## src/rtl/div_pkg.sv

```systemverilog
// Shared definitions for the sequential signed divider.
package div_pkg;

    localparam int unsigned N_DEFAULT = 4;

    typedef enum logic [1:0] {
        IDLE = 2'd0,
        CALC = 2'd1,
        FIX  = 2'd2,
        DONE = 2'd3
    } state_t;

endpackage

```

## src/rtl/seq_divider_if.sv

```systemverilog
// Request/result bundle between a requester and the sequential divider.
interface seq_divider_if
    import div_pkg::*;
#(
    parameter int unsigned N = N_DEFAULT
);

    logic             start;
    logic [2*N-1:0]   dividend;
    logic [N-1:0]     divisor;
    logic             busy;
    logic             done;
    logic [2*N-1:0]   quotient;
    logic [N-1:0]     remainder;
    logic             dbz;
    logic             ovf;

    modport master (
        output start, dividend, divisor,
        input  busy, done, quotient, remainder, dbz, ovf
    );

    modport slave (
        input  start, dividend, divisor,
        output busy, done, quotient, remainder, dbz, ovf
    );

endinterface

```

## src/rtl/div_step.sv

```systemverilog
// One restoring division step: shift in a dividend bit, trial-subtract the divisor.
module div_step #(
    parameter int unsigned N = 4
) (
    input  logic [N-1:0] rem_in,
    input  logic         bit_in,
    input  logic [N-1:0] dmag,
    output logic [N-1:0] rem_next_c,
    output logic         qbit_c
);

    logic [N:0] shifted;
    logic [N:0] diff;

    // The kept remainder is always below dmag <= 2^(N-1), so N bits hold it.
    always_comb begin
        shifted    = {rem_in, bit_in};
        diff       = shifted - {1'b0, dmag};
        qbit_c     = (shifted >= {1'b0, dmag});
        rem_next_c = N'(qbit_c ? diff : shifted);
    end

endmodule

```

## src/rtl/seq_divider.sv

```systemverilog
// Multi-cycle signed divider: 2N restoring steps on magnitudes, then a sign fix.
module seq_divider
    import div_pkg::*;
#(
    parameter int unsigned N = N_DEFAULT
) (
    input  logic          clk,
    input  logic          rst,
    seq_divider_if.slave  bus
);

    localparam int unsigned W  = 2 * N;
    localparam int unsigned CW = (W > 1) ? $clog2(W) : 1;
    localparam logic [CW-1:0] CNT_LAST = CW'(W - 1);
    localparam logic [W-1:0]  DVD_MIN  = W'(1) << (W - 1);

    state_t         state;
    state_t         state_next;
    logic [CW-1:0]  cnt;
    logic [W-1:0]   work;
    logic [N-1:0]   prem;
    logic [N-1:0]   dmag;
    logic           neg_q;
    logic           neg_r;
    logic           dbz_flag;
    logic           ovf_flag;

    logic           busy_r;
    logic           done_r;
    logic [W-1:0]   quotient_r;
    logic [N-1:0]   remainder_r;
    logic           dbz_r;
    logic           ovf_r;

    logic [N-1:0]   rem_next_c;
    logic           qbit_c;
    logic [W-1:0]   dvd_mag_c;
    logic [N-1:0]   dvs_mag_c;

    // Unsigned magnitudes: the most negative operands map to exact powers of two.
    always_comb begin
        dvd_mag_c = bus.dividend[W-1] ? (W'(0) - bus.dividend) : bus.dividend;
        dvs_mag_c = bus.divisor[N-1]  ? (N'(0) - bus.divisor)  : bus.divisor;
    end

    div_step #(.N(N)) u_step (
        .rem_in     (prem),
        .bit_in     (work[W-1]),
        .dmag       (dmag),
        .rem_next_c (rem_next_c),
        .qbit_c     (qbit_c)
    );

    // State register.
    always_ff @(posedge clk) begin
        if (rst) state <= IDLE;
        else     state <= state_next;
    end

    // Next-state logic.
    always_comb begin
        state_next = state;
        case (state)
            IDLE:    if (bus.start) state_next = CALC;
            CALC:    if (cnt == CNT_LAST) state_next = FIX;
            FIX:     state_next = DONE;
            DONE:    state_next = IDLE;
            default: state_next = IDLE;
        endcase
    end

    // Operand capture, iteration, sign fix and registered outputs.
    always_ff @(posedge clk) begin
        if (rst) begin
            cnt         <= '0;
            work        <= '0;
            prem        <= '0;
            dmag        <= '0;
            neg_q       <= 1'b0;
            neg_r       <= 1'b0;
            dbz_flag    <= 1'b0;
            ovf_flag    <= 1'b0;
            busy_r      <= 1'b0;
            done_r      <= 1'b0;
            quotient_r  <= '0;
            remainder_r <= '0;
            dbz_r       <= 1'b0;
            ovf_r       <= 1'b0;
        end else begin
            busy_r <= (state_next == CALC) || (state_next == FIX);
            done_r <= (state_next == DONE);
            case (state)
                IDLE: begin
                    if (bus.start) begin
                        work     <= dvd_mag_c;
                        dmag     <= dvs_mag_c;
                        prem     <= '0;
                        cnt      <= '0;
                        neg_q    <= bus.dividend[W-1] ^ bus.divisor[N-1];
                        neg_r    <= bus.dividend[W-1];
                        dbz_flag <= (bus.divisor == '0);
                        ovf_flag <= (bus.dividend == DVD_MIN) && (bus.divisor == '1);
                    end
                end
                CALC: begin
                    work <= {work[W-2:0], qbit_c};
                    prem <= rem_next_c;
                    cnt  <= cnt + CW'(1);
                end
                FIX: begin
                    dbz_r <= dbz_flag;
                    ovf_r <= ovf_flag;
                    if (dbz_flag) begin
                        quotient_r  <= '1;
                        remainder_r <= '0;
                    end else if (ovf_flag) begin
                        quotient_r  <= DVD_MIN;
                        remainder_r <= '0;
                    end else begin
                        quotient_r  <= neg_q ? (W'(0) - work) : work;
                        remainder_r <= neg_r ? (N'(0) - prem) : prem;
                    end
                end
                default: ;
            endcase
        end
    end

    // Drive the result side of the bundle.
    assign bus.busy      = busy_r;
    assign bus.done      = done_r;
    assign bus.quotient  = quotient_r;
    assign bus.remainder = remainder_r;
    assign bus.dbz       = dbz_r;
    assign bus.ovf       = ovf_r;

endmodule

```

## src/flat_wrapper.sv

```systemverilog
// flat-port wrapper written by rule: the top's interface ports become plain ports
module seq_divider_flat import div_pkg::*;
#(
    parameter int unsigned N = N_DEFAULT
)
  (clk, rst, bus_start, bus_dividend, bus_divisor, bus_busy, bus_done, bus_quotient, bus_remainder, bus_dbz, bus_ovf);
  seq_divider_if #(.N(N)) bus_i ();
  input  logic clk;
  input  logic rst;
  input wire logic [$bits(bus_i.start)-1:0] bus_start;
  input wire logic [$bits(bus_i.dividend)-1:0] bus_dividend;
  input wire logic [$bits(bus_i.divisor)-1:0] bus_divisor;
  output wire logic [$bits(bus_i.busy)-1:0] bus_busy;
  output wire logic [$bits(bus_i.done)-1:0] bus_done;
  output wire logic [$bits(bus_i.quotient)-1:0] bus_quotient;
  output wire logic [$bits(bus_i.remainder)-1:0] bus_remainder;
  output wire logic [$bits(bus_i.dbz)-1:0] bus_dbz;
  output wire logic [$bits(bus_i.ovf)-1:0] bus_ovf;
  assign bus_i.start = bus_start;
  assign bus_i.dividend = bus_dividend;
  assign bus_i.divisor = bus_divisor;
  assign bus_busy = bus_i.busy;
  assign bus_done = bus_i.done;
  assign bus_quotient = bus_i.quotient;
  assign bus_remainder = bus_i.remainder;
  assign bus_dbz = bus_i.dbz;
  assign bus_ovf = bus_i.ovf;
  seq_divider #(.N(N)) u_core (.clk(clk), .rst(rst), .bus(bus_i));
endmodule
```

## config.mk

```make
export PLATFORM = sky130hd
export DESIGN_NAME = seq_divider_flat
export DESIGN_NICKNAME = d
export VERILOG_FILES = /design/src/rtl/div_pkg.sv /design/src/rtl/seq_divider_if.sv /design/src/rtl/div_step.sv /design/src/rtl/seq_divider.sv /design/src/flat_wrapper.sv
export SDC_FILE = /design/constraint.sdc
export NUM_CORES = 1
export LEC_CHECK = 0
export BUFFER_PORTS_ARGS = -buffer_cell sky130_fd_sc_hd__buf_2
export CAP_MARGIN = 20
export CELL_PAD_IN_SITES_DETAIL_PLACEMENT = 1
export CELL_PAD_IN_SITES_GLOBAL_PLACEMENT = 1
export CORE_UTILIZATION = 44
export CTS_BUF_LIST = sky130_fd_sc_hd__clkbuf_4
export DETAILED_ROUTE_END_ITERATION = 8
export PLACE_DENSITY = 0.82
export REMOVE_ABC_BUFFERS = 1
export SLEW_MARGIN = 15
export SYNTH_ARGS = -nofsm -noshare
export SYNTH_HDL_FRONTEND = slang
export SYNTH_SLANG_ARGS = --single-unit
```

## constraint.sdc

```tcl
create_clock -name clk -period 2.2 [get_ports clk]
set_input_delay 0.33 -clock clk [delete_from_list [all_inputs] [get_ports clk]]
set_output_delay 0.33 -clock clk [all_outputs]
set_load 0.005 [all_outputs]
```

==> results of run 1 <==
[tightest hold or removal path, stage by stage]
cell	delay (ns)
sky130_fd_sc_hd__buf_2	0.12
sky130_fd_sc_hd__nand2_1	0.05
sky130_fd_sc_hd__a21oi_1	0.05
[how the worst min path moves through the flow]
stage	depth (start not counted)	startpoint	end	slack, ns
floorplan	1	rst	u_core.bus.dbz	0.40
global placement	2	u_core.bus.dbz	u_core.bus.dbz	0.44
detailed placement	2	u_core.dmag[3]	u_core.dmag[3]	0.45
CTS	3	bus_divisor[0]	u_core.dmag[0]	0.22
global route	3	bus_divisor[0]	u_core.dmag[0]	0.24
finish	3	bus_divisor[0]	u_core.dmag[0]	0.23
[routing by layer]
layer	vias to the layer above	wire [µm]	share of wire (%)	GRT usage, %
li1	999	-	-	-
met1	929	2530	49	29.9
met2	37	2380	46	35.4
met3	7	165	3.2	3.75
met4	0	83	1.6	7.84
met5	-	0	0	0
[layout make-up]
type	instances	area (µm²)
well taps	67	83.8
fillers	592	2290
flip-flops and latches	41	821
inverters	17	63.8
repair buffers	34	180
multi-input cells	194	1230
clock buffers	8	60.1
[power breakdown]
part / internal (mW) / leakage, nW / total (mW) / switching [mW]
Clock: 0.165 / 0.0368 / 0.411 / 0.247
Combinational: 0.138 / 0.619 / 0.324 / 0.186
Sequential: 0.775 / 0.334 / 0.824 / 0.0487
Total: 1.08 / 0.989 / 1.56 / 0.482
[per-stage QoR]
step / cell area, µm² / setup WS (ns)
floorplan: 2110 / 0.619
global placement: 2380 / 0.516
detailed placement: 2380 / 0.423
CTS: 2440 / 0.405
global route: 2440 / 0.274
finish: 2440 / 0.400
[kinds of logic after synthesis]
family,after synthesis,share of synthesized area [%]
simple gates,94,20.8
compound gates,74,22.8
flops,41,37.8
buf+inv,32,5.59
xor+xnor,13,5.25
fa+ha+maj,12,7.27
mux,1,0.461
[state kept, by name, indices dropped and copies added (netlist names)]
name	count
u_core.bus.done	1
u_core.bus.busy	1
u_core.cnt	3
u_core.dbz_flag	1
u_core.work	8
u_core.neg_r	1
u_core.ovf_flag	1
u_core.dmag	4
u_core.bus.quotient	8
u_core.bus.remainder	4
u_core.state	2
u_core.prem	4
u_core.neg_q	1
u_core.bus.dbz	1
u_core.bus.ovf	1
[layout by cell type, fill, tap and decap left out, types with 2 or more instances in the layout]
cell type,count
sky130_fd_sc_hd__dfxtp_1,41
sky130_fd_sc_hd__nor2_1,32
sky130_fd_sc_hd__buf_2,30
sky130_fd_sc_hd__nand2_1,22
sky130_fd_sc_hd__inv_1,17
sky130_fd_sc_hd__a21oi_1,17
sky130_fd_sc_hd__o21ai_0,16
sky130_fd_sc_hd__xnor2_1,11
sky130_fd_sc_hd__ha_1,11
sky130_fd_sc_hd__nor3_1,10
sky130_fd_sc_hd__a22oi_1,9
sky130_fd_sc_hd__clkbuf_4,8
sky130_fd_sc_hd__nand2b_1,7
sky130_fd_sc_hd__nand3_1,5
sky130_fd_sc_hd__o31ai_1,4
sky130_fd_sc_hd__a211oi_1,4
sky130_fd_sc_hd__a222oi_1,4
sky130_fd_sc_hd__buf_4,4
sky130_fd_sc_hd__nor2b_1,3
sky130_fd_sc_hd__a31oi_1,3
sky130_fd_sc_hd__o211ai_1,2
sky130_fd_sc_hd__and2_1,2
sky130_fd_sc_hd__or3_1,2
sky130_fd_sc_hd__a32o_1,2
sky130_fd_sc_hd__or4_1,2
sky130_fd_sc_hd__xor2_1,2
sky130_fd_sc_hd__a21boi_0,2
sky130_fd_sc_hd__o41ai_1,2
==> out/qor.tcl, run 1 <==
set qor(cts_hold_repair.buffers) 0
set qor(ys.warnings.count) 0
set qor(syn-instance-count) 267
set qor(die_w_um) 72.2
set qor(drive_gt1_share_pct) 15.3
set qor(worst-endpoint-arrival_ns) 2.07
set qor(finalHoldViolCount) 0
set qor(synth_top_flop_cell) {sky130_fd_sc_hd__dfxtp_1}
set qor(synth_largest_area_cell) {sky130_fd_sc_hd__dfxtp_1}
set qor(gr-usage-all-layers_pct) 22.1
set qor(num_antenna_cells) 0
set qor(drt_pass1_iterations) 4
set qor(final_core_util_pct) 51.6
set qor(dp_cells) 353
set qor(finalHoldWorstSlack_ns) 0.233
set qor(vias) 1972
set qor(post-cts-setup-buffer-count) 0
set qor(synth_area_um2) 2170
set qor(synth-seq-cells) 41
set qor(power_density_nw_per_um2) 640
set qor(portion_of_the_clock_cycle_consumed_by_the_worst_path_in_the_final_layout_pct) 81.8
set qor(crit_path_end_kind) {flip-flop}
set qor(route.final.wire_length_um) 5150
set qor(grt_antenna_before_repair) 0
set qor(max_cap_viol_count) 0
set qor(critical_path.max_fanout) 8
set qor(crit_path_start_kind) {flip-flop}
set qor(drt.antenna.violating_nets) 0
set qor(share_of_flip_flops_with_an_asynchronous_set_or_reset_after_synthesis_pct) 0
set qor(cts-htree-levels) 2
set qor(worstRegToRegCells) 5
set qor(yosys-top-cells-count) {sky130_fd_sc_hd__dfxtp_1 (41), sky130_fd_sc_hd__nor2_1 (32), sky130_fd_sc_hd__nand2_1 (22)}
set qor(ctsLongestPathBuffers) 2
set qor(fin_setup_tns_ns) 0
set qor(route.detailed.drc) 0
set qor(tightestPinTransition_ns) 0.594
set qor(post_cts_resize_count) 0
set qor(final.setup_skew_ns) 0.00697
set qor(slew_violations) 0
set qor(max-slew-margin-rel_pct) 60.3
set qor(capture_instance_of_the_worst_register_to_register_path) {u_core.prem[0]}
set qor(post-synth-top-area-fraction_pct) 37.8
set qor(most_frequent_cell_after_synthesis) {sky130_fd_sc_hd__dfxtp_1}
set qor(wl_per_cell_um) 14.3
set qor(dpl.hpwl_um) 3840
set qor(initial_standard_cell_utilization_of_the_core_pct) 45.9
set qor(layout-area-overhead-vs-synth_pct) 12.3
set qor(p_leak_nw) 0.989
set qor(viasPerCell) 5.46
set qor(ff2ff_setup_slack_ns) 0.40
set qor(place.gp.congestion) 0.819
set qor(crit_reg_reg_startpoint) {u_core.prem[0]}
set qor(critical_path.startpoint) {u_core.prem[0]}
set qor(worstPathBufferInverterCount) 0
set qor(slowest_stage) {sky130_fd_sc_hd__dfxtp_1}
set qor(worst_setup_hold_path_clk_slew_ns) 0.12
set qor(synth-edff-count) 0
set qor(synthTopCellsByArea) {sky130_fd_sc_hd__dfxtp_1 (38%), sky130_fd_sc_hd__ha_1 (6.3%), sky130_fd_sc_hd__nor2_1 (5.5%)}
set qor(crit_family) {simple AND/OR/NAND/NOR gates}
set qor(layout_min_cycle_time_ns) 1.80
set qor(finalNonFillerCells) 361
set qor(seq_area_frac_synth_pct) 37.8
set qor(grt-ovfl-total) 0
set qor(crit_path_end) {u_core.prem[0]}
set qor(num_io_pins) 31
set qor(cp.depth) 5
set qor(worstHoldPathType) {in -> reg}
set qor(status) {finished, final reports clean}
set qor(core.rowCount) 25
set qor(timing.setup.critical_path_class) {reg -> reg}
set qor(numCtsBuffers) 5
set qor(irDropWorstVdd_v) 0.000254
set qor(drtIter0Drc) 116
set qor(setup_viol) 0
set qor(pin_count_of_the_biggest_net_entering_global_routing) 34
set qor(portBuffers) 30
set qor(cts.sink_count) 41
set qor(worst_skew_pair.late_latency_ns) 0.36
set qor(yosysUniqueCellTypes) 47
set qor(die_outline_area_um2) 5220
set qor(die-height_um) 72.2
set qor(synth.avg_cell_area_um2) 8.13
set qor(tritoncts_clock_tree) {built}
set qor(nNetsFinal) 320
set qor(grt_pass1_wl_um) 8950
set qor(grt_pass1_vias) 1912
set qor(worst_path_largest_cell_delay_ns) 0.49
set qor(core_um2) 4720
set qor(fmaxAchievable_mhz) 556
set qor(cp_data_required_time_ns) 2.47
set qor(clock-root-buffer) {sky130_fd_sc_hd__clkbuf_4}
set qor(timing.critical_path.cells) {ha_1 > nand4_1 > nand2_1 > or3_1 > a32o_1}
set qor(report.power.total_mw) 1.56
set qor(grt_setup_unrepaired) {no}
Note: power is estimated with default switching activity, not from simulation.
==> inputs of run 2 (changes only) <==
- clock period: 2.2 -> 1.83 ns (I/O delays scaled with it)
==> run 2 against run 1 <==
Effect of this change: first-iteration DRC count rose by 4.3%; sequential power rose by 19%; critical path depth rose by 1; die area did not move; final cell count rose by 1.4%; worst setup slack got worse by 0.31 ns; total power rose by 27%; combinational power rose by 29%.
==> out/qor.tcl, run 2 (same netlist as run 1, synthesis figures left out) <==
set qor(portion_of_the_clock_cycle_consumed_by_the_worst_path_in_the_final_layout_pct) 94.8
set qor(filler_cell_count) 588
set qor(timing.critical_path.cells) {inv_1 > ha_1 > nand4_1 > nand2_1 > or3_1 > a32o_1}
set qor(place.gp.congestion) 0.831
set qor(slowest_stage) {sky130_fd_sc_hd__or3_1}
set qor(sw_frac_of_total_pct) 29.7
set qor(p_leak_nw) 1.03
set qor(nNetsFinal) 326
set qor(gr-usage-all-layers_pct) 22.9
set qor(pin_count_of_the_biggest_net_entering_global_routing) 18
set qor(num_antenna_cells) 0
set qor(worstPathBufferInverterCount) 1
set qor(initial_standard_cell_utilization_of_the_core_pct) 45.9
set qor(report.power.total_mw) 1.97
set qor(die_outline_area_um2) 5220
set qor(max_cap_viol_count) 0
set qor(die_w_um) 72.2
set qor(post-cts-setup-buffer-count) 0
set qor(worstRegToRegCells) 6
set qor(tritoncts_clock_tree) {built}
set qor(final_cell_mix) {sky130_fd_sc_hd__dfxtp_1 (40), sky130_fd_sc_hd__nor2_1 (32), sky130_fd_sc_hd__buf_2 (30)}
set qor(crit_path_start_kind) {flip-flop}
set qor(cts_hold_repair.buffers) 0
set qor(numCtsBuffers) 5
set qor(cp.depth) 6
set qor(grt_antenna_before_repair) 0
set qor(route.detailed.drc) 0
set qor(worst-endpoint-arrival_ns) 1.99
set qor(core.rowCount) 25
set qor(grt-ovfl-total) 0
set qor(route.final.wire_length_um) 5460
set qor(final_core_util_pct) 53.0
set qor(dp_cells) 359
set qor(wl_per_cell_um) 14.9
set qor(drive_gt1_share_pct) 17.7
set qor(vias) 2009
set qor(slew_violations) 0
set qor(timing.setup.critical_path_class) {reg -> reg}
set qor(num_io_pins) 31
set qor(drt_pass1_iterations) 4
set qor(die-height_um) 72.2
set qor(worst_setup_hold_path_clk_slew_ns) 0.12
set qor(cts-htree-levels) 2
set qor(grt_setup_unrepaired) {no}
set qor(clock-root-buffer) {sky130_fd_sc_hd__clkbuf_4}
set qor(crit_path_end_kind) {flip-flop}
set qor(finalWorstSetupSlack_ns) 0.0946
set qor(irDropWorstVdd_v) 0.000388
set qor(grt_pass1_wl_um) 9350
set qor(worstHoldPathType) {in -> reg}
set qor(core_um2) 4720
set qor(fin_setup_tns_ns) 0
set qor(status) {finished, final reports clean}
set qor(pre_cts_ws_ns) 0.0792
set qor(fmaxAchievable_mhz) 576
set qor(layout_min_cycle_time_ns) 1.74
set qor(layout_commonest_cell) {sky130_fd_sc_hd__dfxtp_1}
set qor(worst_skew_pair.late_latency_ns) 0.35
set qor(proportion_of_power_drawn_by_flip_flops_and_latches_pct) 49.8
set qor(internal_power_mw) 1.39
set qor(portBuffers) 30
set qor(post_cts_resize_count) 0
set qor(drt.antenna.violating_nets) 0
set qor(power.share.clock_pct) 28.9
set qor(cp_data_required_time_ns) 2.09
set qor(min_delay_path_depth) 3
set qor(setup_viol) 0
set qor(drtIter0Drc) 121
set qor(power_density_nw_per_um2) 788
set qor(layout-area-overhead-vs-synth_pct) 15.3
set qor(max-slew-margin-rel_pct) 60.4
set qor(tightestPinTransition_ns) 0.589
set qor(power.combinational.fraction_pct) 21.2
set qor(critical_path.max_fanout) 8
set qor(crit_family) {simple AND/OR/NAND/NOR gates}
set qor(viasPerCell) 5.49
set qor(final.setup_skew_ns) 0.00618
set qor(worst_path_largest_cell_delay_ns) 0.39
set qor(finalNonFillerCells) 366
set qor(total_net_switching_power_uw) 586
set qor(finalHoldViolCount) 0
set qor(cts.sink_count) 41
set qor(grt_pass1_vias) 1965
set qor(ctsLongestPathBuffers) 2
set qor(dpl.hpwl_um) 4220
[run 2: power by group through the flow]
stage / registers, mW / clock network [mW] / logic [mW]
floorplan: 0.991 / 0 / 0.272
global placement: 1.00 / 0 / 0.392
detailed placement: 1.00 / 0 / 0.414
CTS: 0.982 / 0.584 / 0.415
global route: 0.991 / 0.624 / 0.470
finish: 0.983 / 0.571 / 0.419
[run 2: per-stage QoR]
stage                     instance area [µm²]  hold slack [ns]
after floorplan                          2110            0.344
after global placement                   2420            0.440
after detailed placement                 2420            0.444
after CTS                                2490            0.181
after global routing                     2500            0.176
final                                    2500            0.196
[run 2: final timing paths]
path	from	to	slack (ns)
worst min register to register	u_core.bus.dbz	u_core.bus.dbz	0.46
worst min-delay path	bus_divisor[0]	u_core.dmag[0]	0.20
worst max-delay path	u_core.dmag[3]	u_core.prem[2]	0.09
worst max register to register	u_core.dmag[3]	u_core.prem[2]	0.09
[run 2: routing by layer]
layer	vias up	wire (µm)	global-route usage [%]
met4	0	89	8.28
met2	40	2550	37.4
met1	953	2660	30.2
met3	9	156	4.17
li1	1007	-	-
met5	-	0	0
[run 2: area by class of cell]
| type | instances | area [µm²] | area share [%] |
|---|---|---|---|
| Timing Repair Buffer | 40 | 225 | 9.00 |
| Multi-Input combinational cell | 194 | 1230 | 49.3 |
| Clock buffer | 5 | 37.5 | 1.50 |
| Inverter | 17 | 63.8 | 2.55 |
| Tap cell | 67 | 83.8 | 3.35 |
| Sequential cell | 41 | 822 | 32.8 |
| Clock inverter | 2 | 35.0 | 1.40 |
[run 2: worst min-delay path, stage by stage]
cell and delay [ns]:
sky130_fd_sc_hd__buf_2 0.13, sky130_fd_sc_hd__nand2_1 0.06, sky130_fd_sc_hd__a21oi_1 0.05
